$ cat src/rtl/fpu_seq_pkg.sv
// Shared encodings for the EX-stage FP sequencer: op codes, default unit
// latencies and the sequencer state encoding.
package fpu_seq_pkg;

  typedef enum logic [2:0] {
    FOP_ITOF    = 3'b000,
    FOP_FTOI    = 3'b001,
    FOP_FNEG    = 3'b010,
    FOP_FADD    = 3'b011,
    FOP_FSUB    = 3'b100,
    FOP_FMUL    = 3'b101,
    FOP_FDIV    = 3'b110,
    FOP_ILLEGAL = 3'b111
  } fop_e;

  localparam int LAT_ADDSUB_DEF = 7;
  localparam int LAT_MUL_DEF    = 5;
  localparam int LAT_DIV_DEF    = 6;

  typedef enum logic {
    ST_IDLE = 1'b0,
    ST_RUN  = 1'b1
  } seq_state_e;

  // Zero latency marks ops resolved inside the sequencer itself.
  function automatic logic [3:0] fop_latency(input fop_e op, input logic [3:0] lat_as,
                                             input logic [3:0] lat_mul, input logic [3:0] lat_div);
    case (op)
      FOP_FADD, FOP_FSUB: fop_latency = lat_as;
      FOP_FMUL:           fop_latency = lat_mul;
      FOP_FDIV:           fop_latency = lat_div;
      default:            fop_latency = 4'd0;
    endcase
  endfunction

endpackage

$ cat src/rtl/fp_latency_counter.sv
// Down-counter tracking the fixed latency of the active FP unit; expire
// marks the last cycle of the operation (count == 1).
module fp_latency_counter (
  input  logic       clk,
  input  logic       rst,
  input  logic       i_load,
  input  logic [3:0] i_load_val,
  input  logic       i_flush,
  output logic       o_expire
);

  logic [3:0] r_cnt;

  always_ff @(posedge clk or posedge rst) begin
    if (rst)                 r_cnt <= 4'd0;
    else if (i_flush)        r_cnt <= 4'd0;
    else if (i_load)         r_cnt <= i_load_val;
    else if (r_cnt != 4'd0)  r_cnt <= r_cnt - 4'd1;
  end

  assign o_expire = (r_cnt == 4'd1);

endmodule

$ cat src/rtl/fpu_sequencer.sv
// EX-stage sequencer for the multi-cycle FP units: holds operands, stalls the
// pipeline for the unit latency and registers the selected result.
module fpu_sequencer
  import fpu_seq_pkg::*;
#(
  parameter int LAT_ADDSUB = LAT_ADDSUB_DEF,
  parameter int LAT_MUL    = LAT_MUL_DEF,
  parameter int LAT_DIV    = LAT_DIV_DEF,
  parameter int TAG_W      = 5
) (
  input  logic             clk,
  input  logic             rst,
  input  logic             issue_valid,
  input  logic [2:0]       issue_op,
  input  logic [TAG_W-1:0] issue_tag,
  input  logic [31:0]      src_a,
  input  logic [31:0]      src_b,
  input  logic             flush,
  input  logic [31:0]      addsub_result,
  input  logic [31:0]      mul_result,
  input  logic [31:0]      div_result,
  input  logic             div_by_zero,
  output logic [31:0]      unit_a,
  output logic [31:0]      unit_b,
  output logic             add_sub,
  output logic             busy,
  output logic [31:0]      result,
  output logic             result_valid,
  output logic [TAG_W-1:0] result_tag,
  output logic             result_dbz,
  output logic             illegal_op
);

  seq_state_e       r_state, w_next;
  fop_e             r_op;
  logic [TAG_W-1:0] r_tag;
  logic [31:0]      r_a, r_b;
  logic             r_add_sub;

  fop_e        w_op;
  logic [3:0]  w_lat;
  logic        w_accept, w_multi, w_expire, w_done;
  logic [31:0] w_unit_res;

  assign w_op     = fop_e'(issue_op);
  assign w_lat    = fop_latency(w_op, 4'(LAT_ADDSUB), 4'(LAT_MUL), 4'(LAT_DIV));
  assign w_multi  = (w_lat != 4'd0);
  assign w_accept = (r_state == ST_IDLE) & issue_valid & ~flush;
  // A flush landing on the capture cycle still kills the result.
  assign w_done   = (r_state == ST_RUN) & w_expire & ~flush;

  fp_latency_counter u_cnt (
    .clk        (clk),
    .rst        (rst),
    .i_load     (w_accept & w_multi),
    .i_load_val (w_lat),
    .i_flush    (flush),
    .o_expire   (w_expire)
  );

  always_ff @(posedge clk or posedge rst) begin
    if (rst) r_state <= ST_IDLE;
    else     r_state <= w_next;
  end

  always_comb begin
    w_next = r_state;
    case (r_state)
      ST_IDLE: if (w_accept && w_multi) w_next = ST_RUN;
      ST_RUN:  if (flush || w_expire)   w_next = ST_IDLE;
      default: w_next = ST_IDLE;
    endcase
  end

  always_ff @(posedge clk or posedge rst) begin
    if (rst) begin
      r_op      <= FOP_ITOF;
      r_tag     <= '0;
      r_a       <= 32'd0;
      r_b       <= 32'd0;
      r_add_sub <= 1'b1;
    end else if (w_accept) begin
      r_op      <= w_op;
      r_tag     <= issue_tag;
      r_a       <= src_a;
      r_b       <= src_b;
      r_add_sub <= (w_op != FOP_FSUB);
    end
  end

  always_comb begin
    w_unit_res = 32'd0;
    case (r_op)
      FOP_FADD, FOP_FSUB: w_unit_res = addsub_result;
      FOP_FMUL:           w_unit_res = mul_result;
      FOP_FDIV:           w_unit_res = div_result;
      default:            w_unit_res = 32'd0;
    endcase
  end

  always_ff @(posedge clk or posedge rst) begin
    if (rst) begin
      result       <= 32'd0;
      result_valid <= 1'b0;
      result_tag   <= '0;
      result_dbz   <= 1'b0;
      illegal_op   <= 1'b0;
    end else begin
      result_valid <= 1'b0;
      if (w_accept && !w_multi) begin
        result       <= (w_op == FOP_FNEG) ? {~src_a[31], src_a[30:0]} : 32'd0;
        result_valid <= 1'b1;
        result_tag   <= issue_tag;
        result_dbz   <= 1'b0;
        illegal_op   <= (w_op != FOP_FNEG);
      end else if (w_done) begin
        result       <= w_unit_res;
        result_valid <= 1'b1;
        result_tag   <= r_tag;
        result_dbz   <= (r_op == FOP_FDIV) & div_by_zero;
        illegal_op   <= 1'b0;
      end
    end
  end

  // Idle: operands pass straight through so the units start in cycle 0.
  assign unit_a  = (r_state == ST_RUN) ? r_a : src_a;
  assign unit_b  = (r_state == ST_RUN) ? r_b : src_b;
  assign add_sub = (r_state == ST_RUN) ? r_add_sub : (w_op != FOP_FSUB);
  assign busy    = ~rst & ((r_state == ST_RUN) | w_accept);

endmodule
$ cat config.mk
export PLATFORM = sky130hd
export DESIGN_NAME = fpu_sequencer
export DESIGN_NICKNAME = d
export VERILOG_FILES = /design/src/rtl/fpu_seq_pkg.sv /design/src/rtl/fp_latency_counter.sv /design/src/rtl/fpu_sequencer.sv
export SDC_FILE = /design/constraint.sdc
export NUM_CORES = 1
export LEC_CHECK = 0
export CORE_MARGIN = 2
export CORE_UTILIZATION = 40
export DETAILED_ROUTE_END_ITERATION = 10
export PLACE_DENSITY = 0.75
export SKIP_CTS_REPAIR_TIMING = 1
export SYNTH_ARGS = -nofsm -noshare
export SYNTH_HDL_FRONTEND = slang
export SYNTH_SLANG_ARGS = --single-unit
export TNS_END_PERCENT = 1
$ cat constraint.sdc
create_clock -name clk -period 4.9 [get_ports clk]
set_input_delay 0.98 -clock clk [delete_from_list [all_inputs] [get_ports clk]]
set_output_delay 0.98 -clock clk [all_outputs]
set_load 0.01 [all_outputs]
==> impl_metrics.ini <==
[logic_synthesis]
async_reset_ff_share_pct = 100
synth_area_leaders = dfrtp_1, nand2_1, mux2_2
ys_top_cells_by_count = nand2_1, dfrtp_1, mux2_2, clkbuf_1, mux2i_1
ys.flop_type = dfrtp_1
synth_seq_cells = 118
synth_edf_count = 0
synthCells = 765
yosysMostFrequentCell = nand2_1
synth_warnings = 0
yosysSeqAreaShare_pct = 42.2
yosys.cell_types.count = 41
synth_nets = 940
yosys.area.top_type_share_pct = 41.8
yosysTopAreaCell = dfrtp_1
synth_area_per_cell_sq_um = 9.15
syn_area_sq_mm = 0.00700

[final_layout]
synthToLayoutAreaGrowth_pct = 48.7
layoutNonFillerInstCount = 1242
antenna_cells = 0
fill_cells = 1528
drive_above_1_share_pct = 15.2
finalNetCount = 1179
utilization_pct = 60.6

[power]
comb_power_share_pct = 37.7
p_clk_share_pct = 28.3
netSwitchingFraction_pct = 33.3
leakagePower_nw = 4.36
p_seq_share_pct = 34.0
power.net_switching_mw = 1.41
p_int_mw = 2.82
max-vdd-ir-drop_mv = 0.239
p_per_area_mw_per_mm2 = 406

[setup_path]
crit_type = in2out
cp.required_ns = 3.92
worst-path-max-fanout = 12
end_kind = output pin
r2r_cells = 5
cp.arrival_ns = 2.56
worstSetupStartpointType = primary input

[grt]
grt_pass1_wl_mm = 35.4
grt_pass1_vias = 6604
overflow = 0
grt.total_usage_pct = 24.7
grt_max_degree = 79
antenna_found_initial = 0

[clock_network]
worstSkewPairLatency_ns = 0.41
cts_buffers = 17
h-tree-depth = 4
clk_pin_slew_ns = 0.05
cts.sinks = 118
cts_tree = done
cts_root_buffer = clkbuf_16
cts_buffer_depth = 2

[floorplan]
initial_core_util_pct = 40.8
boundaryPins = 279
die_h_um = 136
coreArea_sq_mm = 0.0172
dieArea_sq_mm = 0.0186
die_w_um = 136
fp-row-count = 48

[hold_path]
hold_class = reg2reg
holdPathStages = 2

[drt]
vias_per_cell = 5.42
wl_per_cell_um = 18.5
dr.pass1.iters = 4
routed_wl_mm = 23.0
drc = 0
postRouteAntennaNets = 0
drt_iter0_drc = 332
dr_total_vias = 6736

[timing]
setup_tns_ns = 0
setup_viol = 0
max_slew_margin_pct = 31.8
clock_skew_ns = 0.00731
final-hold-violation-count = 0
layout_worst_path_cycle_share_pct = 72.2
fmax_mhz = 283
tightest_slew_ns = 1.02
fin_ws_ns = 1.36
fin_crit_ns = 3.54
rsz0062_at_grt = no
final-max-slew-violation-count = 0

[placed_design]
dpl.hpwl_mm = 15.6
globalplace.congestion = 0.838
port_buffers = 278
dpl_worst_slack_ns = 1.38
placed_cells = 1210

[outcome]
status = finished, final reports clean

[flow_run]
max-cap-violations = 0
==> layout by cell type (no fill, tap or decap), drive strengths merged <==
cell type      synthesis  final
a21bo                  2      2
a21o                   3      3
a21oi                 35     35
a22oi                 31     31
a31oi                  2      2
a32o                   1      1
a32oi                  2      2
and2                   1      1
and3                   3      3
and4                   1      1
and4b                  1      1
buf                   27     13
bufinv                 0      1
clkbuf                44     19
clkdlybuf4s50          0    278
clkinv                 0      7
clkinvlp               0      3
dfrtp                117    117
dfstp                  1      1
ha                     2      2
inv                    6      8
mux2                  67     67
mux2i                 39     39
nand2                255    255
nand2b                 4      4
nand3                  1      1
nand3b                 2      2
nand4                  1      1
nand4b                33     33
nor2                   6      6
nor3                  34     34
nor3b                  1      1
nor4                   1      1
o21ai                  7      7
o221ai                32     32
or2                    1      1
or3                    1      1
or3b                   1      1
==> worst max-delay path, cell delays in order <==
cell and delay (ns):
clkdlybuf4s50_1 0.74, nand2_1 0.09, mux2_2 0.27, clkdlybuf4s50_1 0.48
==> state kept, by name, summed over array words and instances, names as in the netlist <==
register      flops
illegal_op        1
r_a              32
r_add_sub         1
r_b              32
r_op              3
r_state           1
r_tag             5
result           32
result_dbz        1
result_tag        5
result_valid      1
u_cnt.r_cnt       4
==> kinds of logic (layout without fill, tap and decap cells) <==
group                    Yosys count  in the layout  synth area share, %
adder cells (fa/ha/maj)            2              2                0.357
buffers and inverters             77            329                 5.29
multiplexers                     106            106                 16.3
flip-flops                       118            118                 42.2
AO/OA/AOI/OAI                    115            115                 13.1
AND/OR/NAND/NOR                  347            347                 22.8
==> final cells by class <==
class | count | area [sq um] | share of cell area (%)
multi-input cells | 570 | 3690 | 35.4
flip-flops and latches | 118 | 2960 | 28.4
repair buffers | 291 | 2880 | 27.7
clock buffers | 19 | 453 | 4.35
well taps | 225 | 282 | 2.70
clock inverters | 13 | 124 | 1.19
inverters | 6 | 25.0 | 0.240
==> metrics by stage <==
stage	cell area, sq um	hold slack [ns]	power [mW]
2_1_floorplan	7000	0.440	2.26
3_3_place_gp	9840	0.452	3.02
3_5_place_dp	9840	0.457	3.05
4_1_cts	10400	0.472	4.26
5_1_grt	10400	0.480	4.46
6_report	10400	0.467	4.23
==> power by group through the flow <==
stage	registers (mW)	logic, mW	clock network [mW]
after floorplan	1.43	0.831	0
after global placement	1.44	1.58	0
after detailed placement	1.45	1.60	0
after CTS	1.44	1.61	1.22
after global routing	1.47	1.73	1.26
final	1.44	1.60	1.20
==> worst paths after layout <==
check,end,startpoint,slack (ns)
hold reg to reg,r_a[16]$_DFFE_PP0P_,r_a[16]$_DFFE_PP0P_,0.47
min in group asynchronous,r_b[26]$_DFFE_PP0P_,rst,1.11
max in group asynchronous,result[22]$_DFFE_PP0P_,rst,2.84
setup / recovery,add_sub,issue_op[2],1.36
setup reg to reg,result[23]$_DFFE_PP0P_,r_state$_DFF_PP0_,1.99
hold / removal,r_a[16]$_DFFE_PP0P_,r_a[16]$_DFFE_PP0P_,0.47
==> per-layer routing <==
metal  part of all wire [%]  vias to the layer above  global-route usage [%]
li1                       -                     3185                       -
met1                     40                     3247                    30.3
met2                     49                      266                    41.7
met3                    8.4                       38                    7.16
met4                    2.5                        0                    7.99
met5                      0                        -                       0
Power figures use the tool's default switching activity.
